## src/rtl/obstacle_lane_engine_if.sv

```systemverilog
// obstacle_lane_engine_if
//   Control and position bus between the game controller and the obstacle
//   lane engine.
//   enable      : 1 = run the tick counter, 0 = freeze it
//   level_up    : single-cycle pulse that arms a direction/step reload
//   reverse     : per-lane direction, bit k for lane k (0 = +X, 1 = -X)
//   step        : per-lane pixels per update, lane k at [k*STEP_WIDTH +: STEP_WIDTH]
//   score       : current score, selects the speed tier
//   car_x       : lane k position at [k*X_WIDTH +: X_WIDTH]
//   update_done : one-cycle pulse when the last lane of a sweep is written
//   busy        : high while a sweep is in progress
//   Modports: master = controller side, slave = engine side.
interface obstacle_lane_engine_if #(
   parameter int unsigned NB_LANES   = 4,
   parameter int unsigned X_WIDTH    = 10,
   parameter int unsigned STEP_WIDTH = 3
);
   logic                           enable;
   logic                           level_up;
   logic [NB_LANES-1:0]            reverse;
   logic [NB_LANES*STEP_WIDTH-1:0] step;
   logic [5:0]                     score;
   logic [NB_LANES*X_WIDTH-1:0]    car_x;
   logic                           update_done;
   logic                           busy;

   modport master (
      output enable, level_up, reverse, step, score,
      input  car_x, update_done, busy
   );

   modport slave (
      input  enable, level_up, reverse, step, score,
      output car_x, update_done, busy
   );
endinterface

```

## src/rtl/obstacle_lane_engine.sv

```systemverilog
// obstacle_lane_engine
//   Moves NB_LANES cars horizontally across a playfield of width
//   H_VISIBLE_AREA - TILE_SIZE. A tick counter, whose period follows the
//   score tier, starts a sweep that updates one lane per clock. Direction
//   and step changes take effect only after a level-up pulse.
//   Ports:
//     clk   : system clock
//     reset : synchronous, active-high reset
//     bus   : obstacle_lane_engine_if slave modport (controls in, positions out)
module obstacle_lane_engine #(
   parameter int unsigned NB_LANES       = 4,
   parameter int unsigned H_VISIBLE_AREA = 640,
   parameter int unsigned TILE_SIZE      = 32,
   parameter int unsigned BASE_TICK      = 781250,
   parameter int unsigned TICK_WIDTH     = 20,
   parameter int unsigned X_WIDTH        = 10,
   parameter int unsigned STEP_WIDTH     = 3
) (
   input logic                   clk,
   input logic                   reset,
   obstacle_lane_engine_if.slave bus
);

   localparam int unsigned SPAN = H_VISIBLE_AREA - TILE_SIZE;
   localparam int unsigned IDX_W = (NB_LANES > 1) ? $clog2(NB_LANES) : 1;

   localparam logic [TICK_WIDTH-1:0] PERIOD_T0 = TICK_WIDTH'(BASE_TICK);
   localparam logic [TICK_WIDTH-1:0] PERIOD_T1 = TICK_WIDTH'(BASE_TICK >> 1);
   localparam logic [TICK_WIDTH-1:0] PERIOD_T2 = TICK_WIDTH'(BASE_TICK >> 2);
   localparam logic [TICK_WIDTH-1:0] PERIOD_T3 = TICK_WIDTH'(BASE_TICK >> 3);
   localparam logic [X_WIDTH:0]      SPAN_W    = (X_WIDTH + 1)'(SPAN);
   localparam logic [IDX_W-1:0]      LAST_IDX  = IDX_W'(NB_LANES - 1);

   // A sweep must finish before the fastest tier can tick again.
   if ((BASE_TICK >> 3) < (NB_LANES + 1)) begin : g_bad_period
      $error("obstacle_lane_engine: fastest tick period shorter than a sweep");
   end

   typedef enum logic [0:0] {StRun, StUpdate} state_e;

   state_e                         state_q, state_d;
   logic [IDX_W-1:0]               idx_q, idx_d;
   logic [TICK_WIDTH-1:0]          cnt_q, cnt_d;
   logic [TICK_WIDTH-1:0]          period_q, period_d;
   logic                           pending_q, pending_d;
   logic [NB_LANES-1:0]            rev_q, rev_d;
   logic [NB_LANES*STEP_WIDTH-1:0] step_q, step_d;
   logic                           done_q, done_d;
   logic [X_WIDTH-1:0]             pos_q [NB_LANES];

   logic                  tick;
   logic                  lane_we;
   logic [X_WIDTH-1:0]    new_x;
   logic [X_WIDTH:0]      x_ext;
   logic [X_WIDTH:0]      s_ext;
   logic [X_WIDTH:0]      sum;
   logic [STEP_WIDTH-1:0] cur_step;
   logic                  cur_rev;

   function automatic logic [TICK_WIDTH-1:0] tier_period(input logic [5:0] score);
      if (score <= 6'd3) begin
         return PERIOD_T0;
      end else if (score <= 6'd6) begin
         return PERIOD_T1;
      end else if (score <= 6'd9) begin
         return PERIOD_T2;
      end
      return PERIOD_T3;
   endfunction

   // Tick counter; the period is re-sampled from the score only on wrap so a
   // score change never shortens or stretches an interval already running.
   always_comb begin
      cnt_d    = cnt_q;
      period_d = period_q;
      tick     = 1'b0;
      if (bus.enable) begin
         if (cnt_q == period_q - 1'b1) begin
            cnt_d    = '0;
            tick     = 1'b1;
            period_d = tier_period(bus.score);
         end else begin
            cnt_d = cnt_q + 1'b1;
         end
      end
   end

   // Sweep sequencer.
   always_comb begin
      state_d   = state_q;
      idx_d     = idx_q;
      pending_d = pending_q | bus.level_up;
      rev_d     = rev_q;
      step_d    = step_q;
      lane_we   = 1'b0;
      done_d    = 1'b0;
      unique case (state_q)
         StRun: begin
            if (tick) begin
               state_d = StUpdate;
               idx_d   = '0;
               // A pulse coinciding with the tick counts for this sweep.
               if (pending_q || bus.level_up) begin
                  rev_d     = bus.reverse;
                  step_d    = bus.step;
                  pending_d = 1'b0;
               end
            end
         end
         StUpdate: begin
            lane_we = 1'b1;
            idx_d   = idx_q + 1'b1;
            if (idx_q == LAST_IDX) begin
               state_d = StRun;
               idx_d   = '0;
               done_d  = 1'b1;
            end
         end
         default: state_d = StRun;
      endcase
   end

   // Modulo-SPAN move of the lane currently addressed by the sweep.
   always_comb begin
      cur_step = step_q[idx_q*STEP_WIDTH +: STEP_WIDTH];
      cur_rev  = rev_q[idx_q];
      x_ext    = {1'b0, pos_q[idx_q]};
      s_ext    = {{(X_WIDTH + 1 - STEP_WIDTH){1'b0}}, cur_step};
      if (!cur_rev) begin
         sum = x_ext + s_ext;
         if (sum >= SPAN_W) begin
            sum = sum - SPAN_W;
         end
      end else if (x_ext < s_ext) begin
         sum = x_ext + SPAN_W - s_ext;
      end else begin
         sum = x_ext - s_ext;
      end
      new_x = sum[X_WIDTH-1:0];
   end

   always_ff @(posedge clk) begin
      if (reset) begin
         state_q   <= StRun;
         idx_q     <= '0;
         cnt_q     <= '0;
         period_q  <= tier_period(bus.score);
         pending_q <= 1'b0;
         rev_q     <= bus.reverse;
         step_q    <= bus.step;
         done_q    <= 1'b0;
      end else begin
         state_q   <= state_d;
         idx_q     <= idx_d;
         cnt_q     <= cnt_d;
         period_q  <= period_d;
         pending_q <= pending_d;
         rev_q     <= rev_d;
         step_q    <= step_d;
         done_q    <= done_d;
      end
   end

   always_ff @(posedge clk) begin
      if (reset) begin
         for (int k = 0; k < int'(NB_LANES); k++) begin
            pos_q[k] <= X_WIDTH'((k * TILE_SIZE) % SPAN);
         end
      end else if (lane_we) begin
         pos_q[idx_q] <= new_x;
      end
   end

   always_comb begin
      bus.car_x = '0;
      for (int k = 0; k < int'(NB_LANES); k++) begin
         bus.car_x[k*X_WIDTH +: X_WIDTH] = pos_q[k];
      end
   end

   assign bus.update_done = done_q;
   assign bus.busy        = (state_q == StUpdate);

endmodule

```

## src/flat_wrapper.sv

```systemverilog
// flat-port wrapper written by rule: the top's interface ports become plain ports
module obstacle_lane_engine_flat 
#(
   parameter int unsigned NB_LANES       = 4,
   parameter int unsigned H_VISIBLE_AREA = 640,
   parameter int unsigned TILE_SIZE      = 32,
   parameter int unsigned BASE_TICK      = 781250,
   parameter int unsigned TICK_WIDTH     = 20,
   parameter int unsigned X_WIDTH        = 10,
   parameter int unsigned STEP_WIDTH     = 3
)
  (clk, reset, bus_enable, bus_level_up, bus_reverse, bus_step, bus_score, bus_car_x, bus_update_done, bus_busy);
  obstacle_lane_engine_if #(.NB_LANES(NB_LANES), .X_WIDTH(X_WIDTH), .STEP_WIDTH(STEP_WIDTH)) bus_i ();
  input logic clk;
  input logic reset;
  input wire logic [$bits(bus_i.enable)-1:0] bus_enable;
  input wire logic [$bits(bus_i.level_up)-1:0] bus_level_up;
  input wire logic [$bits(bus_i.reverse)-1:0] bus_reverse;
  input wire logic [$bits(bus_i.step)-1:0] bus_step;
  input wire logic [$bits(bus_i.score)-1:0] bus_score;
  output wire logic [$bits(bus_i.car_x)-1:0] bus_car_x;
  output wire logic [$bits(bus_i.update_done)-1:0] bus_update_done;
  output wire logic [$bits(bus_i.busy)-1:0] bus_busy;
  assign bus_i.enable = bus_enable;
  assign bus_i.level_up = bus_level_up;
  assign bus_i.reverse = bus_reverse;
  assign bus_i.step = bus_step;
  assign bus_i.score = bus_score;
  assign bus_car_x = bus_i.car_x;
  assign bus_update_done = bus_i.update_done;
  assign bus_busy = bus_i.busy;
  obstacle_lane_engine #(.NB_LANES(NB_LANES), .H_VISIBLE_AREA(H_VISIBLE_AREA), .TILE_SIZE(TILE_SIZE), .BASE_TICK(BASE_TICK), .TICK_WIDTH(TICK_WIDTH), .X_WIDTH(X_WIDTH), .STEP_WIDTH(STEP_WIDTH)) u_core (.clk(clk), .reset(reset), .bus(bus_i));
endmodule
```

## config.mk

```make
export PLATFORM = sky130hd
export DESIGN_NAME = obstacle_lane_engine_flat
export DESIGN_NICKNAME = d
export VERILOG_FILES = /design/src/rtl/obstacle_lane_engine_if.sv /design/src/rtl/obstacle_lane_engine.sv /design/src/flat_wrapper.sv
export SDC_FILE = /design/constraint.sdc
export NUM_CORES = 1
export LEC_CHECK = 0
export ABC_AREA = 1
export BUFFER_PORTS_ARGS = -buffer_cell sky130_fd_sc_hd__buf_2
export CORE_ASPECT_RATIO = 0.5
export CORE_UTILIZATION = 59
export CTS_CLUSTER_DIAMETER = 60
export DETAILED_ROUTE_END_ITERATION = 8
export GPL_ROUTABILITY_DRIVEN = 0
export MAX_ROUTING_LAYER = met4
export PLACE_DENSITY = 0.81
export RECOVER_POWER = 50
export SYNTH_ARGS = -nofsm -noshare
export SYNTH_HDL_FRONTEND = slang
export SYNTH_SLANG_ARGS = --single-unit
```

## constraint.sdc

```tcl
create_clock -name clk -period 4.25 [get_ports clk]
set_clock_uncertainty 0.15 [all_clocks]
set_input_delay 1.0625 -clock clk [delete_from_list [all_inputs] [get_ports clk]]
set_output_delay 1.0625 -clock clk [all_outputs]
set_load 0.03 [all_outputs]
```

==> results_dict.tcl <==
set metrics [dict create \
    status "completed" \
    detail_route.first_pass.iterations 7 \
    tns_ns 0 \
    ir_drop_mv 0.251 \
    tightest_slew_ns 1.16 \
    h-tree-depth 3 \
    comb_power_share 0.135 \
    syn-cell-area_mm2 0.00553 \
    grt_max_degree 30 \
    seq_power_share 0.510 \
    via_per_inst 5.31 \
    crit_type "reg -> reg" \
    p_int_mw 1.49 \
    finalSetupViolations 0 \
    period_needed_ns 3.78 \
    drv_cap 0 \
    yosys.area.top_type_share 0.359 \
    hp-class "reg -> reg" \
    diodes 0 \
    core_mm2 0.00889 \
    synth_edf_count 66 \
    ys_top_cells_by_count "128 x nand2_1, 74 x nor2_1, 73 x inv_1" \
    synth_sequential_area_ratio 0.457 \
    syn_area_per_cell_um2 8.80 \
    cts_tree "yes" \
    clk_latency_ns 0.34 \
    hold_viol_final 0 \
    drt_iter0_drc 296 \
    worst-path-buf-inv 3 \
    clkTransAtPathRegs_ns 0.06 \
    async_flop_share 0 \
    post-cts-setup-buffers 0 \
    crit_path_end_kind "flop" \
    vias 4389 \
    timing.fmax_mhz 265 \
    p_sw_uw 521 \
    yosysTopAreaCell "edfxtp_1" \
    numClockSinks 93 \
    finalWirelength_um 11900 \
    synth.most_common_cell "nand2_1" \
    drive_above_1_share 0.145 \
    drc 0 \
    gr-total-overflow 0 \
    grt_usage 0.273 \
    period_share 0.889 \
    netlist_instances 628 \
    fp.dieH_um 70.4 \
    ys_warn_count 0 \
    path_cells "inv_1 -> or2_2 -> a31oi_1 -> inv_1 -> fa_1 -> nand2_1 -> nand2_1 -> nand3_4 -> nor2_4 -> nand2_1 -> nand2_2 -> ha_1 -> inv_1 -> nand3_2 -> nor2_4 -> nand2_2 -> nand2_4 -> nand2_4 -> nand2_1 -> nand3_1 -> nand2_2 -> nor2_1" \
    root_buffer "clkbuf_16" \
    synthDistinctLibCells 44 \
    numPortBuffers 67 \
    pwr-share-clk 0.354 \
    busiest_layer "met2" \
    die_area_mm2 0.00978 \
    maxSlewViolCount 0 \
    synth_ff_type "edfxtp_1" \
    switching_share 0.259 \
    post_drt_wl_per_cell_um 14.4 \
    use_met1 0.317 \
    die_w_um 139 \
    post_cts_resized 0 \
    nets 758 \
    synth_seq_cells 93 \
    rsz0062_at_grt "false" \
    syn_nets 682 \
    crit_top_cell "nand2_1" \
    synth.area.top_cells "edfxtp_1 36%, dfxtp_1 9.8%, nand2_1 8.7%, ha_1 5.4%, nor2_1 5.0%" \
    worstPathRequired_ns 4.17 \
    cts_made_buffers 9 \
    met3_usage 0.0576 \
    cts_max_path_buffers 2 \
    reg2reg_setup_slack_ns 0.47 \
    num_rows 24 \
    grt_pass1_vias 4259 \
    critPathLaunchType "flop" \
    grt_pass1_wl_um 19700 \
    antenna_left 0 \
    slowest_delay_ns 0.49 \
    crit_path_top_delay_cell "dfxtp_1" \
    power_mw 2.02 \
    holdBufCountCts 0 \
    p_leak_nw 2.59 \
    antenna_found_initial 0 \
    cp_max_fo 11 \
    syn_to_final_growth_pct 11.9 \
    p_per_area_mw_per_mm2 326 \
    start_util 0.622 \
    worstPathArrival_ns 3.70 \
    boundaryPins 68 \
    crit_family "simple AND/OR/NAND/NOR gates" \
    maxSlewHeadroom 0.226 \
    detailed_place_hpwl_um 9070 \
    grt.met2_usage 0.471 \
]
routing by layer:
layer  share of wire  up-vias
met3           0.057       31
li1                -     2204
met1            0.42     2033
met5               0        -
met4           0.028        0
met2            0.50      121
power groups by stage:
stage	combinational [mW]	clock [mW]	sequential, mW
2_1_floorplan	0.171	0	1.08
3_3_place_gp	0.269	0	1.05
3_5_place_dp	0.276	0	1.05
4_1_cts	0.277	0.726	1.03
5_1_grt	0.303	0.762	1.03
6_report	0.273	0.714	1.03
worst min-delay path: stages, from the launching register on:
cell and delay, ns:
dfxtp_1 0.31, nor2_1 0.08, a21oi_1 0.04
through the flow:
stage	worst slack, ns	cells	utilization	hold slack, ns	instance area (um2)
detailed placement	0.574	810	0.674	0.314	5990
global placement	0.676	810	0.674	0.314	5990
floorplan	0.870	628	-	0.300	5530
finish	0.471	826	0.696	0.325	6180
CTS	0.525	826	0.703	0.325	6250
global route	0.192	826	0.696	0.336	6180
layout by cell type (no fill, tap or decap), types with 14 or more instances in the layout:
cell type  instances
nand3_1           38
nor2_1            74
ha_1              24
xor2_1            26
inv_1             73
clkbuf_1          50
dfxtp_1           27
nand2_1          128
xnor2_1           14
edfxtp_1          66
buf_2             24
a21oi_1           24
worst paths after layout:
kind	from	cells past startpoint	endpoint
setup reg to reg	u_core.idx_q[0]$_SDFFE_PP0N_	22	u_core.pos_q[0][5]$_SDFFCE_PN0P_
hold reg to reg	u_core.pending_q$_SDFF_PP0_	2	u_core.pending_q$_SDFF_PP0_
setup / recovery	u_core.idx_q[0]$_SDFFE_PP0N_	22	u_core.pos_q[0][5]$_SDFFCE_PN0P_
hold / removal	u_core.pending_q$_SDFF_PP0_	2	u_core.pending_q$_SDFF_PP0_
state kept, by name (all words and copies together), names as in the netlist, named ones only:
register                cells
u_core.idx_q                2
u_core.rev_q                4
u_core.pending_q            1
u_core.bus.update_done      1
u_core.period_q            10
u_core.step_q              12
u_core.pos_q               40
u_core.cnt_q               20
u_core.bus.busy             1
final cells by class:
cell class	count	area, um2
Tap cell	117	146
Clock buffer	12	236
Multi-Input combinational cell	437	2590
Clock inverter	4	26.3
Sequential cell	93	2520
Inverter	87	330
Fill cell	715	2710
Timing Repair Buffer	76	334
cell families (layout without fill, tap and decap cells):
group / Yosys count / in the layout / synth area share
buffers and inverters: 98 / 179 / 0.0754
AOI/OAI and AO/OA: 56 / 56 / 0.0587
adders and majority gates: 28 / 28 / 0.0688
DFF: 93 / 93 / 0.457
and+or+nand+nor: 312 / 312 / 0.274
xor gates and xnor gates: 41 / 41 / 0.0664
No activity file was read; power rests on OpenSTA's default activity.
